**src/rtl/pipe_flow_ctrl.sv**
```systemverilog
// pipe_flow_ctrl: stall/flush/redirect sequencer for the F/D, D/E, E/M, M/W pipeline registers
//   in : clk, reset (async, active-high), hz_stall, mdu_start, mdu_div, mdu_use_D, int_pend, exc_M, eret_M
//   out: stall_F, stall_D, flush_D, flush_E, flush_M, flush_W, pc_sel[1:0], int_req, mdu_busy
module pipe_flow_ctrl #(
  parameter int MULT_CYC = 5,
  parameter int DIV_CYC  = 10,
  parameter int HOLD_CYC = 1
) (
  input  logic       clk,
  input  logic       reset,
  input  logic       hz_stall,
  input  logic       mdu_start,
  input  logic       mdu_div,
  input  logic       mdu_use_D,
  input  logic       int_pend,
  input  logic       exc_M,
  input  logic       eret_M,
  output logic       stall_F,
  output logic       stall_D,
  output logic       flush_D,
  output logic       flush_E,
  output logic       flush_M,
  output logic       flush_W,
  output logic [1:0] pc_sel,
  output logic       int_req,
  output logic       mdu_busy
);
  localparam int MAXC = (MULT_CYC > DIV_CYC) ? MULT_CYC : DIV_CYC;
  localparam int CW = $clog2(MAXC + 1);
  localparam int HW = $clog2(HOLD_CYC + 1);
  typedef enum logic {RUN, HOLD} state_t;
  state_t        r_state, w_next;
  logic [CW-1:0] r_cnt, w_cnt;
  logic [HW-1:0] r_hold, w_hold;
  logic          w_irq, w_eret, w_redir, w_st;
  always_ff @(posedge clk or posedge reset) begin
    if (reset) begin
      r_state <= RUN;
      r_cnt   <= '0;
      r_hold  <= '0;
    end else begin
      r_state <= w_next;
      r_cnt   <= w_cnt;
      r_hold  <= w_hold;
    end
  end
  always_comb begin
    w_irq    = (r_state == RUN) & (int_pend | exc_M);
    w_eret   = (r_state == RUN) & eret_M & ~(int_pend | exc_M);
    w_redir  = w_irq | w_eret;
    mdu_busy = (r_cnt != '0);
    w_st     = hz_stall | (mdu_use_D & (mdu_busy | mdu_start));
    // a redirect flushes everything, so it wins over any stall request
    stall_F  = w_st & ~w_redir;
    stall_D  = w_st & ~w_redir;
    flush_D  = w_redir;
    flush_E  = w_redir | w_st;
    flush_M  = w_redir;
    flush_W  = w_redir;
    pc_sel   = w_irq ? 2'b01 : w_eret ? 2'b10 : 2'b00;
    int_req  = w_irq;
    // the mult/div in E is being flushed on a redirect, so it must not start the counter
    w_cnt    = (mdu_start & ~w_redir) ? (mdu_div ? CW'(DIV_CYC) : CW'(MULT_CYC)) :
               mdu_busy ? r_cnt - CW'(1) : r_cnt;
    w_hold   = w_redir ? HW'(HOLD_CYC) : (r_hold != '0) ? r_hold - HW'(1) : r_hold;
    w_next   = w_redir ? HOLD : (r_state == HOLD && r_hold == HW'(1)) ? RUN : r_state;
  end
endmodule

```
**config.mk**
```make
export PLATFORM = sky130hd
export DESIGN_NAME = pipe_flow_ctrl
export DESIGN_NICKNAME = d
export VERILOG_FILES = /design/src/rtl/pipe_flow_ctrl.sv
export SDC_FILE = /design/constraint.sdc
export NUM_CORES = 1
export LEC_CHECK = 0
export BUFFER_PORTS_ARGS = -buffer_cell sky130_fd_sc_hd__buf_2
export CAP_MARGIN = 20
export CORE_AREA = 10 10 47 49
export CTS_CLUSTER_DIAMETER = 200
export DETAILED_ROUTE_END_ITERATION = 7
export DIE_AREA = 0 0 57 59
export SYNTH_ARGS = -nofsm -noshare
export SYNTH_HDL_FRONTEND = slang
export SYNTH_SLANG_ARGS = --single-unit
```
**constraint.sdc**
```tcl
create_clock -name clk -period 1.7 [get_ports clk]
set_clock_uncertainty 0.15 [all_clocks]
set_input_delay 0.255 -clock clk [delete_from_list [all_inputs] [get_ports clk]]
set_output_delay 0.255 -clock clk [all_outputs]
set_load 0.05 [all_outputs]
```
==> key figures, run 1 <==
Drt
  • Drt initial violations: 1
  • Pre-antenna DRT Iters: 2
  • Via count: between 300 and 400
  • Residual DRC: 0
  • Final WL: 999 microns
  • WL/cell: around 11 microns
  • Vias/cell: 4.17
  • Final ANT Viol Nets: 0

Clock tree
  • Clock Sinks: 6
  • CTS clk-pin slew, worst paths: ~40 ps
  • Clock Latency Late Sink: 230 ps
  • Root Driver: clkbuf_4
  • H-Tree Depth: 1
  • CTS Buffer Depth: 2
  • CTS Buf Count: 3
  • CTS tree: yes

Status
  • Status: complete, but fails checks
  • Failing checks: negative setup slack

Logic synthesis
  • Netlist cell types: 19
  • Syn Area/Cell: about 10 sq um
  • Yosys reg bits: 6
  • Post-Syn Area: approximately 400 sq um
  • Seq/Total Area, Yosys: 0.379
  • Mapped Nets: 50
  • Synthesized instance count: 39
  • Yosys warns: 0

Timing
  • Fin. Hold Viols: 0
  • RSZ-0062 raised after global routing: yes
  • Setup-failing EPs final: 7
  • Period utilization: 1.25
  • Setup TNS: -1650 ps
  • Slew Viols, Final: 0
  • Worst path setup slack after routing: -431 ps
  • Worst-Margin Slew: approximately 280 ps
  • Fmax: 469 MHz
  • Rel. slew slack: 0.816
  • Post-layout minimum cycle time: approximately 2100 ps

Worst setup path
  • Flop2flop setup slack: -110 ps
  • Critical Path, Cell by Cell: inv_2, ha_4, or4b_4, a21oi_4, o21ai_4, buf_6
  • Slowest cell on crit path: or4b_4
  • Arrival time worst endpoint: 1730 ps
  • Family with the most delay on the worst path: simple AND/OR/NAND/NOR gates
  • Worst r2r path cells: 8
  • Worst Setup End Kind: output port
  • WS Path Type: flip-flop to output port
  • Worst setup SP type: flip-flop
  • Slowest stage delay, CP: around 460 ps
  • R2R Path Start: r_cnt[1]
  • FF-to-FF End: r_cnt[0]
  • CP Max Fanout: 2
  • CP bufs+invs: 2
  • WP data required: 1290 ps

Place
  • GP Congestion: between 0.7 and 0.8
  • Port buffer count: 18
  • Placement Setup Slack: -267 ps
  • Post-DP HPWL: ~820 microns
  • DP Area: roughly 590 sq um

Worst hold path
  • Worst hold path class: input port to flip-flop
  • Min-Delay Path Depth: 2
  • Worst Hold Path EP: r_cnt[0]
  • Hold Startpoint: mdu_div

Floorplanning
  • Die height: 59 microns
  • Row count: 14
  • Die area: between 3000 and 4000 sq um
  • CORE AREA: ~1400 sq um
  • Ports: 19
  • Horiz. Die Dim: 57 microns
  • Initial Util: 0.283

Power and ir drop
  • Comb power frac: 0.696
  • P_int: 0.713 mW
  • Clk pwr share: 0.100
  • Leak Pwr: about 0.38 nW
  • Worst IR drop on VDD: about 0.00084 V
  • P per Cell Area: 1650 nW/um^2
  • Switching Share: 0.415
  • Overall power: between 1 and 1.5 mW
  • Net switching power: 0.506 mW
  • Reg power frac: 0.204

Finish
  • Filler cell count: 129
  • Final nets: 84
  • Commonest non-fill, non-tap cell in the layout: buf_4
  • Final instance area: about 740 sq um
  • Fraction of layout cells with a size suffix above 1: 0.761
  • Commonest cells after routing, fill and taps aside: buf_4 (14), buf_2 (13), buf_6 (5), dfrtp_1 (5), mux2i_1 (4)
  • Fin util: 0.529
  • FF/Latch Area: roughly 150 sq um
  • Area grow syn2layout: 86.8%
  • Multi-input logic area: approximately 280 sq um
  • Antenna diode count: 0

Global routing
  • Largest net degree at the start of global routing: 7
  • Initial antenna violation count: 0
  • GRT Util Overall: 0.0541
  • Vias in the first global route: 368
  • Global-route wire length before repair: around 1.6 mm
  • Grt total ovfl: 0

Job
  • Max cap viols: 0
==> registers in the layout, summed over array words and instances (netlist names) <==
register,cells
r_cnt,4
r_state,1
r_hold,1
==> final cells by class <==
type                            instances  share of cell area
Multi-Input combinational cell         25               0.383
Tap cell                               16              0.0270
Sequential cell                         6               0.204
Inverter                                3              0.0152
Clock buffer                            3              0.0304
Timing Repair Buffer                   34               0.340
==> Yosys cell counts <==
cell type  n  share of area
mux2i_1    4           0.10
buf_2      1          0.013
xnor2_1    1          0.022
inv_1      3          0.028
a21oi_1    1          0.013
nor3_1     1          0.013
o21ai_2    1          0.022
o21ai_1    1          0.013
or3b_1     1          0.022
nor2_1     5          0.047
buf_4      4          0.076
dfrtp_1    6           0.38
ha_1       2          0.063
nor4b_1    1          0.022
or4b_1     1          0.025
xor2_1     1          0.022
nand2_1    1         0.0095
mux2_1     3          0.085
nor3_2     1          0.025
==> stage by stage <==
stage | hold slack, ps | std cells
6_report | 84.9 | 87
5_1_grt | 107 | 87
4_1_cts | 80.3 | 83
3_5_place_dp | 23.0 | 77
3_3_place_gp | 20.3 | 77
2_1_floorplan | -104 | 39
==> logic make-up (layout without fill, tap and decap cells) <==
| kind of cell | after synthesis | count (layout) | synth area share |
|---|---|---|---|
| buffers and inverters | 8 | 40 | 0.117 |
| adder cells (fa/ha/maj) | 2 | 2 | 0.0631 |
| AO/OA/AOI/OAI | 3 | 3 | 0.0473 |
| AND/OR/NAND/NOR | 11 | 11 | 0.164 |
| flip-flops | 6 | 6 | 0.379 |
| XOR/XNOR | 2 | 2 | 0.0442 |
| multiplexers | 7 | 7 | 0.186 |
==> timing repair <==
action / 4_1_cts / 5_1_grt
buffers inserted: 2 / 4
hold endpoints to repair: 6 / 0
endpoints found under the setup margin: 7 / 8
pin swaps: 2 / 1
gates cloned: 0 / 0
resized for setup: 16 / 6
hold buffers: 1 / 0
==> metal layers <==
metal  share of wire  wire, microns  track usage
met5               0              0            0
met2            0.57            572        0.101
met3           0.026             26      0.00858
met1            0.40            400       0.0597
met4               0              0       0.0201
==> worst max-delay path by stage <==
stage	depth (start not counted)	start	slack, ps	to
floorplan	6	r_cnt[0]	-280	stall_F
global placement	6	r_cnt[0]	-260	flush_E
detailed placement	6	r_cnt[0]	-270	flush_E
CTS	6	r_cnt[1]	-460	stall_D
global route	6	r_cnt[1]	-480	flush_E
finish	6	r_cnt[1]	-430	flush_E
==> power groups by stage <==
| stage | Clock [mW] | Sequential [mW] | Combinational [mW] |
|---|---|---|---|
| finish | 0.122 | 0.249 | 0.848 |
| detailed placement | 0 | 0.248 | 0.619 |
| global route | 0.138 | 0.255 | 0.902 |
| CTS | 0.130 | 0.252 | 0.752 |
| floorplan | 0 | 0.251 | 0.437 |
| global placement | 0 | 0.247 | 0.616 |
Power figures use the tool's default switching activity.
==> run 2: changes to the inputs <==
Clock period 1.7 ns to 2.6 ns, I/O delays scaled along.
==> run 2 against run 1 <==
Effect of this change: flip-flop and latch count unchanged; the flow now finishes without violations; highest routed layer unchanged; sequential share of layout area increased by 9.0 points; clock-buffer cell count unchanged; setup slack gained 660 ps; largest power group unchanged; power decreased by 55%; cell count is 17% lower; sequential power shrank 33%; critical path type unchanged; first-iteration DRC count increased to 5.0 times the previous value; via count shrank 16%.
==> key figures, run 2 (synthesized netlist as in run 1, its figures left out) <==
Status
  • Status: completed (was complete, but fails checks)

Finish
  • Commonest cells after routing, fill and taps aside: buf_2 (18), dfrtp_1 (6), nor2_1 (5) (was buf_4 (14), buf_2 (13), buf_6 (5), dfrtp_1 (5), mux2i_1 (4))
  • Max reg flops: 4 (unchanged)
  • Commonest non-fill, non-tap cell in the layout: buf_2 (was buf_4)
  • Antenna diode count: 0 (unchanged)
  • Top Registers: r_cnt (4), r_hold (1), r_state (1) (unchanged)
  • Area grow syn2layout: 28.7% (was 86.8%)
  • Top reg by flops: r_cnt (unchanged)
  • Final nets: 69 (was 84)
  • Fraction of layout cells with a size suffix above 1: 0.429 (was 0.761)
  • Fin util: 0.364 (was 0.529)

Drt
  • Final ANT Viol Nets: 0 (unchanged)
  • WL/cell: 11.4 microns (was 11.5 microns)
  • Drt initial violations: 5 (was 1)
  • Residual DRC: 0 (unchanged)
  • Final WL: 823 microns (was 999 microns)
  • Vias/cell: 4.24 (was 4.17)
  • Pre-antenna DRT Iters: 2 (unchanged)
  • Via count: 305 (was 363)

Worst hold path
  • Hold Startpoint: mdu_div (unchanged)
  • Worst hold path class: input port to flip-flop (unchanged)

Timing
  • Period utilization: 0.911
  • Setup-failing EPs final: 0 (was 7)
  • Rel. slew slack: 0.805 (was 0.816)
  • Fin. Hold Viols: 0 (unchanged)
  • Hold_ws: 227 ps (was 84.9 ps)
  • Worst-Margin Slew: 290 ps (was 276 ps)
  • Worst path setup slack after routing: 231 ps (was -431 ps)
  • Post-layout minimum cycle time: 2370 ps
  • Slew Viols, Final: 0 (unchanged)
  • Setup TNS: 0 ps (was -1650 ps)
  • RSZ-0062 raised after global routing: no (was yes)
  • Fmax: 422 MHz

Clock tree
  • H-Tree Depth: 1 (unchanged)
  • CTS Buffer Depth: 2 (unchanged)
  • Clock Latency Late Sink: 240 ps (was 230 ps)
  • CTS tree: yes (unchanged)
  • Root Driver: clkbuf_4 (unchanged)
  • CTS clk-pin slew, worst paths: 40 ps (about the same)
  • Clock Sinks: 6 (unchanged)
  • CTS Buf Count: 3 (unchanged)

Power and ir drop
  • Overall power: 0.543 mW (was 1.22 mW)
  • Worst IR drop on VDD: 0.000377 V (was 0.000845 V)
  • P per Cell Area: 1060 nW/um^2 (was 1650 nW/um^2)
  • Leak Pwr: 0.274 nW (was 0.379 nW)

Floorplanning
  • Initial Util: 0.283 (unchanged)
  • Horiz. Die Dim: 57 microns (unchanged)
  • CORE AREA: 1400 sq um (unchanged)
  • Die height: 59 microns (unchanged)
  • Die area: 3360 sq um (unchanged)
  • Ports: 19 (unchanged)
  • Row count: 14 (unchanged)

Global routing
  • Vias in the first global route: 317 (was 368)
  • Largest net degree at the start of global routing: 7 (unchanged)
  • Grt total ovfl: 0 (unchanged)
  • Initial antenna violation count: 0 (unchanged)
  • GRT Util Overall: 0.0494 (was 0.0541)
  • Global-route wire length before repair: 1.35 mm (was 1.56 mm)

Worst setup path
  • CP Max Fanout: 3 (was 2)
  • Setup crit start: r_cnt[0] (was r_cnt[1])
  • WP data required: 2060 ps (was 1290 ps)
  • R2R Path Start: r_cnt[0] (was r_cnt[1])
  • Worst setup SP type: flip-flop (unchanged)
  • WS Path Type: flip-flop to output port (unchanged)
  • Arrival time worst endpoint: 1830 ps (was 1730 ps)
  • Worst Setup End Kind: output port (unchanged)

Place
  • Placement Setup Slack: 477 ps (was -267 ps)
  • GP Congestion: 0.672 (was 0.742)
  • Port buffer count: 18 (unchanged)

Job
  • Max cap viols: 0 (unchanged)
[run 2: through the flow]
stage / instance area [sq um] / std cells
CTS: 510 / 72
detailed placement: 478 / 68
floorplan: 403 / 39
global placement: 478 / 68
finish: 510 / 72
global route: 510 / 72
[run 2: cell type report]
type,instances,area [sq um]
fill,147,891
multi-input combinational,25,206
sequential,6,150
timing repair buffer,19,100
clock buffer,3,22.5
tap,16,20.0
inverter,3,11.3
[run 2: per-layer routing]
layer | vias up | wire [microns] | track usage
li1 | 163 | - | -
met1 | 136 | 378 | 0.0538
met2 | 6 | 411 | 0.0760
met3 | 0 | 33 | 0.0107
met4 | 0 | 0 | 0.0503
met5 | - | 0 | 0
[run 2: what timing repair did]
action,4_1_cts,5_1_grt
setup buffers,0,0
gates resized for setup,0,0
hold endpoints to repair,6,0
hold buffers,1,0
[run 2: path summary, 6_finish.rpt]
kind | to | slack [ps] | cells after the start
setup / recovery | flush_E | 230 | 6
hold / removal | r_cnt[0] | 230 | 2
setup reg to reg | r_cnt[1] | 800 | 5
hold reg to reg | r_state | 280 | 1
max in group asynchronous | r_cnt[3] | 1670 | 3
min in group asynchronous | r_cnt[1] | 450 | 3
[run 2: critical path: stages, from the launching register on]
cell	delay (ps)
dfrtp_1	390
inv_1	90
ha_1	170
or4b_1	440
a21oi_1	200
o21ai_1	80
buf_2	210
[run 2: power breakdown]
part / internal, mW / total, mW / leakage [nW] / switching [mW]
Sequential: 0.132 / 0.166 / 0.0697 / 0.0340
Combinational: 0.103 / 0.297 / 0.190 / 0.193
Clock: 0.0519 / 0.0810 / 0.0138 / 0.0291
Total: 0.287 / 0.543 / 0.274 / 0.256
==> run 3: changes to the inputs <==
Settings changed: PLACE_DENSITY_LB_ADDON set to 0.1.
==> run 3 against run 2 <==
Effect of this change: clock-buffer cell count did not move; power fell by 0.66%; sequential power barely moved; setup slack improved by 33 ps; first-iteration DRC count fell by 40%; flip-flop and latch count did not move; core utilization did not move; via count rose by 1.6%; clock power fell by 2%; highest routed layer unchanged.
==> key figures, run 3 (synthesized netlist as in run 1, its figures left out) <==
Finish
  • Max reg flops: 4 (unchanged)
  • FF/Latch Area: 150 sq um (unchanged)
  • Area grow syn2layout: 28.7% (unchanged)
  • Commonest cells after routing, fill and taps aside: buf_2 (18), dfrtp_1 (6), nor2_1 (5) (unchanged)
  • Final nets: 69 (unchanged)
  • Multi-input logic area: 206 sq um (unchanged)
  • Filler cell count: 162 (was 147)
  • Commonest non-fill, non-tap cell in the layout: buf_2 (unchanged)
  • Top reg by flops: r_cnt (unchanged)
  • Fraction of layout cells with a size suffix above 1: 0.429 (unchanged)
  • Top Registers: r_cnt (4), r_hold (1), r_state (1) (unchanged)
  • Antenna diode count: 0 (unchanged)

Clock tree
  • # Post-CTS Setup Buffers: 0 (unchanged)
  • Clock Sinks: 6 (unchanged)
  • CTS tree: yes (unchanged)
  • H-Tree Depth: 1 (unchanged)
  • CTS Hold Buffers Added: 1 (unchanged)
  • Root Driver: clkbuf_4 (unchanged)
  • CTS resizes: 0 (unchanged)
  • CTS Buffer Depth: 2 (unchanged)
  • CTS Buf Count: 3 (unchanged)
  • Clock Latency Late Sink: 230 ps (was 240 ps)
  • CTS clk-pin slew, worst paths: 40 ps (about the same)

Timing
  • Setup TNS: 0 ps (unchanged)
  • Hold_ws: 219 ps (was 227 ps)
  • Worst path setup slack after routing: 265 ps (was 231 ps)
  • Post-layout minimum cycle time: 2340 ps (was 2370 ps)
  • Fmax: 428 MHz (was 422 MHz)
  • Rel. slew slack: 0.812 (was 0.805)
  • Slew Viols, Final: 0 (unchanged)
  • RSZ-0062 raised after global routing: no (unchanged)
  • Fin. Hold Viols: 0 (unchanged)
  • Period utilization: 0.898 (was 0.911)
  • Setup-failing EPs final: 0 (unchanged)
  • Worst-Margin Slew: 281 ps (was 290 ps)

Global routing
  • Vias in the first global route: 330 (was 317)
  • Largest net degree at the start of global routing: 7 (unchanged)
  • Global-route wire length before repair: 1.41 mm (was 1.35 mm)
  • Grt total ovfl: 0 (unchanged)
  • Initial antenna violation count: 0 (unchanged)
  • GRT Util Overall: 0.0534 (was 0.0494)

Drt
  • Pre-antenna DRT Iters: 2 (unchanged)
  • WL/cell: 11.5 microns (was 11.4 microns)
  • Residual DRC: 0 (unchanged)
  • Via count: 310 (was 305)
  • Final ANT Viol Nets: 0 (unchanged)
  • Vias/cell: 4.31 (was 4.24)
  • Drt initial violations: 3 (was 5)
  • Final WL: 826 microns (was 823 microns)

Place
  • Port buffer count: 18 (unchanged)
  • GP Congestion: 0.676 (was 0.672)
  • Placement Setup Slack: 496 ps (was 477 ps)

Worst setup path
  • Critical Path, Cell by Cell: inv_1, ha_1, or4b_1, a21oi_1, o21ai_1, buf_2 (unchanged)
  • Family with the most delay on the worst path: simple AND/OR/NAND/NOR gates (unchanged)
  • WP data required: 2060 ps (about the same)
  • Slowest cell on crit path: or4b_1 (unchanged)
  • CP Max Fanout: 3 (unchanged)
  • Worst Setup End Kind: output port (unchanged)
  • Arrival time worst endpoint: 1800 ps (was 1830 ps)
  • WS Path Type: flip-flop to output port (unchanged)
  • Slowest stage delay, CP: 430 ps (was 440 ps)
  • Worst setup SP type: flip-flop (unchanged)
  • CP bufs+invs: 2 (unchanged)
  • Flop2flop setup slack: 810 ps (was 800 ps)

Worst hold path
  • Worst hold path class: input port to flip-flop (unchanged)

Floorplanning
  • Horiz. Die Dim: 57 microns (unchanged)
  • Die area: 3360 sq um (unchanged)
  • Initial Util: 0.283 (unchanged)
  • CORE AREA: 1400 sq um (unchanged)
  • Row count: 14 (unchanged)
  • Ports: 19 (unchanged)
  • Die height: 59 microns (unchanged)

Status
  • Status: completed (unchanged)

Power and ir drop
  • P per Cell Area: 1060 nW/um^2 (about the same)
  • Worst IR drop on VDD: 0.000448 V (was 0.000377 V)
  • Leak Pwr: 0.274 nW (unchanged)

Job
  • Max cap viols: 0 (unchanged)
-- run 3: cell counts in the layout (fill, tap and decap cells not counted) --
No cell type changed its count.
-- run 3: worst reg2reg max path, stage by stage, from the launching register on --
cell     delay [ps]
dfrtp_1         390
inv_1            90
ha_1            170
or3b_1          440
mux2i_1         150
mux2_1          290
-- run 3: final cells by class --
| type | instances | area share |
|---|---|---|
| Tap cell | 16 | 0.0392 |
| Multi-Input combinational cell | 25 | 0.404 |
| Clock buffer | 3 | 0.0441 |
| Timing Repair Buffer | 19 | 0.196 |
| Sequential cell | 6 | 0.294 |
| Inverter | 3 | 0.0221 |
-- run 3: per-layer routing --
metal	track usage	up-vias	routed length (microns)
li1	-	165	-
met1	0.0637	134	412
met2	0.0713	11	353
met3	0.0193	0	60
met4	0.0503	0	0
met5	0	-	0
-- run 3: final timing paths --
check / from / to / depth (start not counted)
max: r_cnt[0] / flush_E / 6
min: mdu_div / r_cnt[0] / 2
max reg2reg: r_cnt[0] / r_cnt[1] / 5
min reg2reg: r_hold / r_state / 1
max in group asynchronous: reset / r_cnt[3] / 3
min in group asynchronous: reset / r_cnt[2] / 3
-- run 3: power by group --
group          internal (mW)  switching, mW  total (mW)
sequential             0.132         0.0335       0.165
clock                 0.0518         0.0274      0.0792
combinational          0.103          0.192       0.295
total                  0.286          0.253       0.539
-- run 3: per-stage QoR --
step	instances	total power, mW	util	area (sq um)
3_5_place_dp	68	0.466	0.341	478
4_1_cts	72	0.552	0.364	510
5_1_grt	72	0.595	0.364	510
6_report	72	0.539	0.364	510
3_3_place_gp	68	0.472	0.341	478
2_1_floorplan	39	0.420	-	403
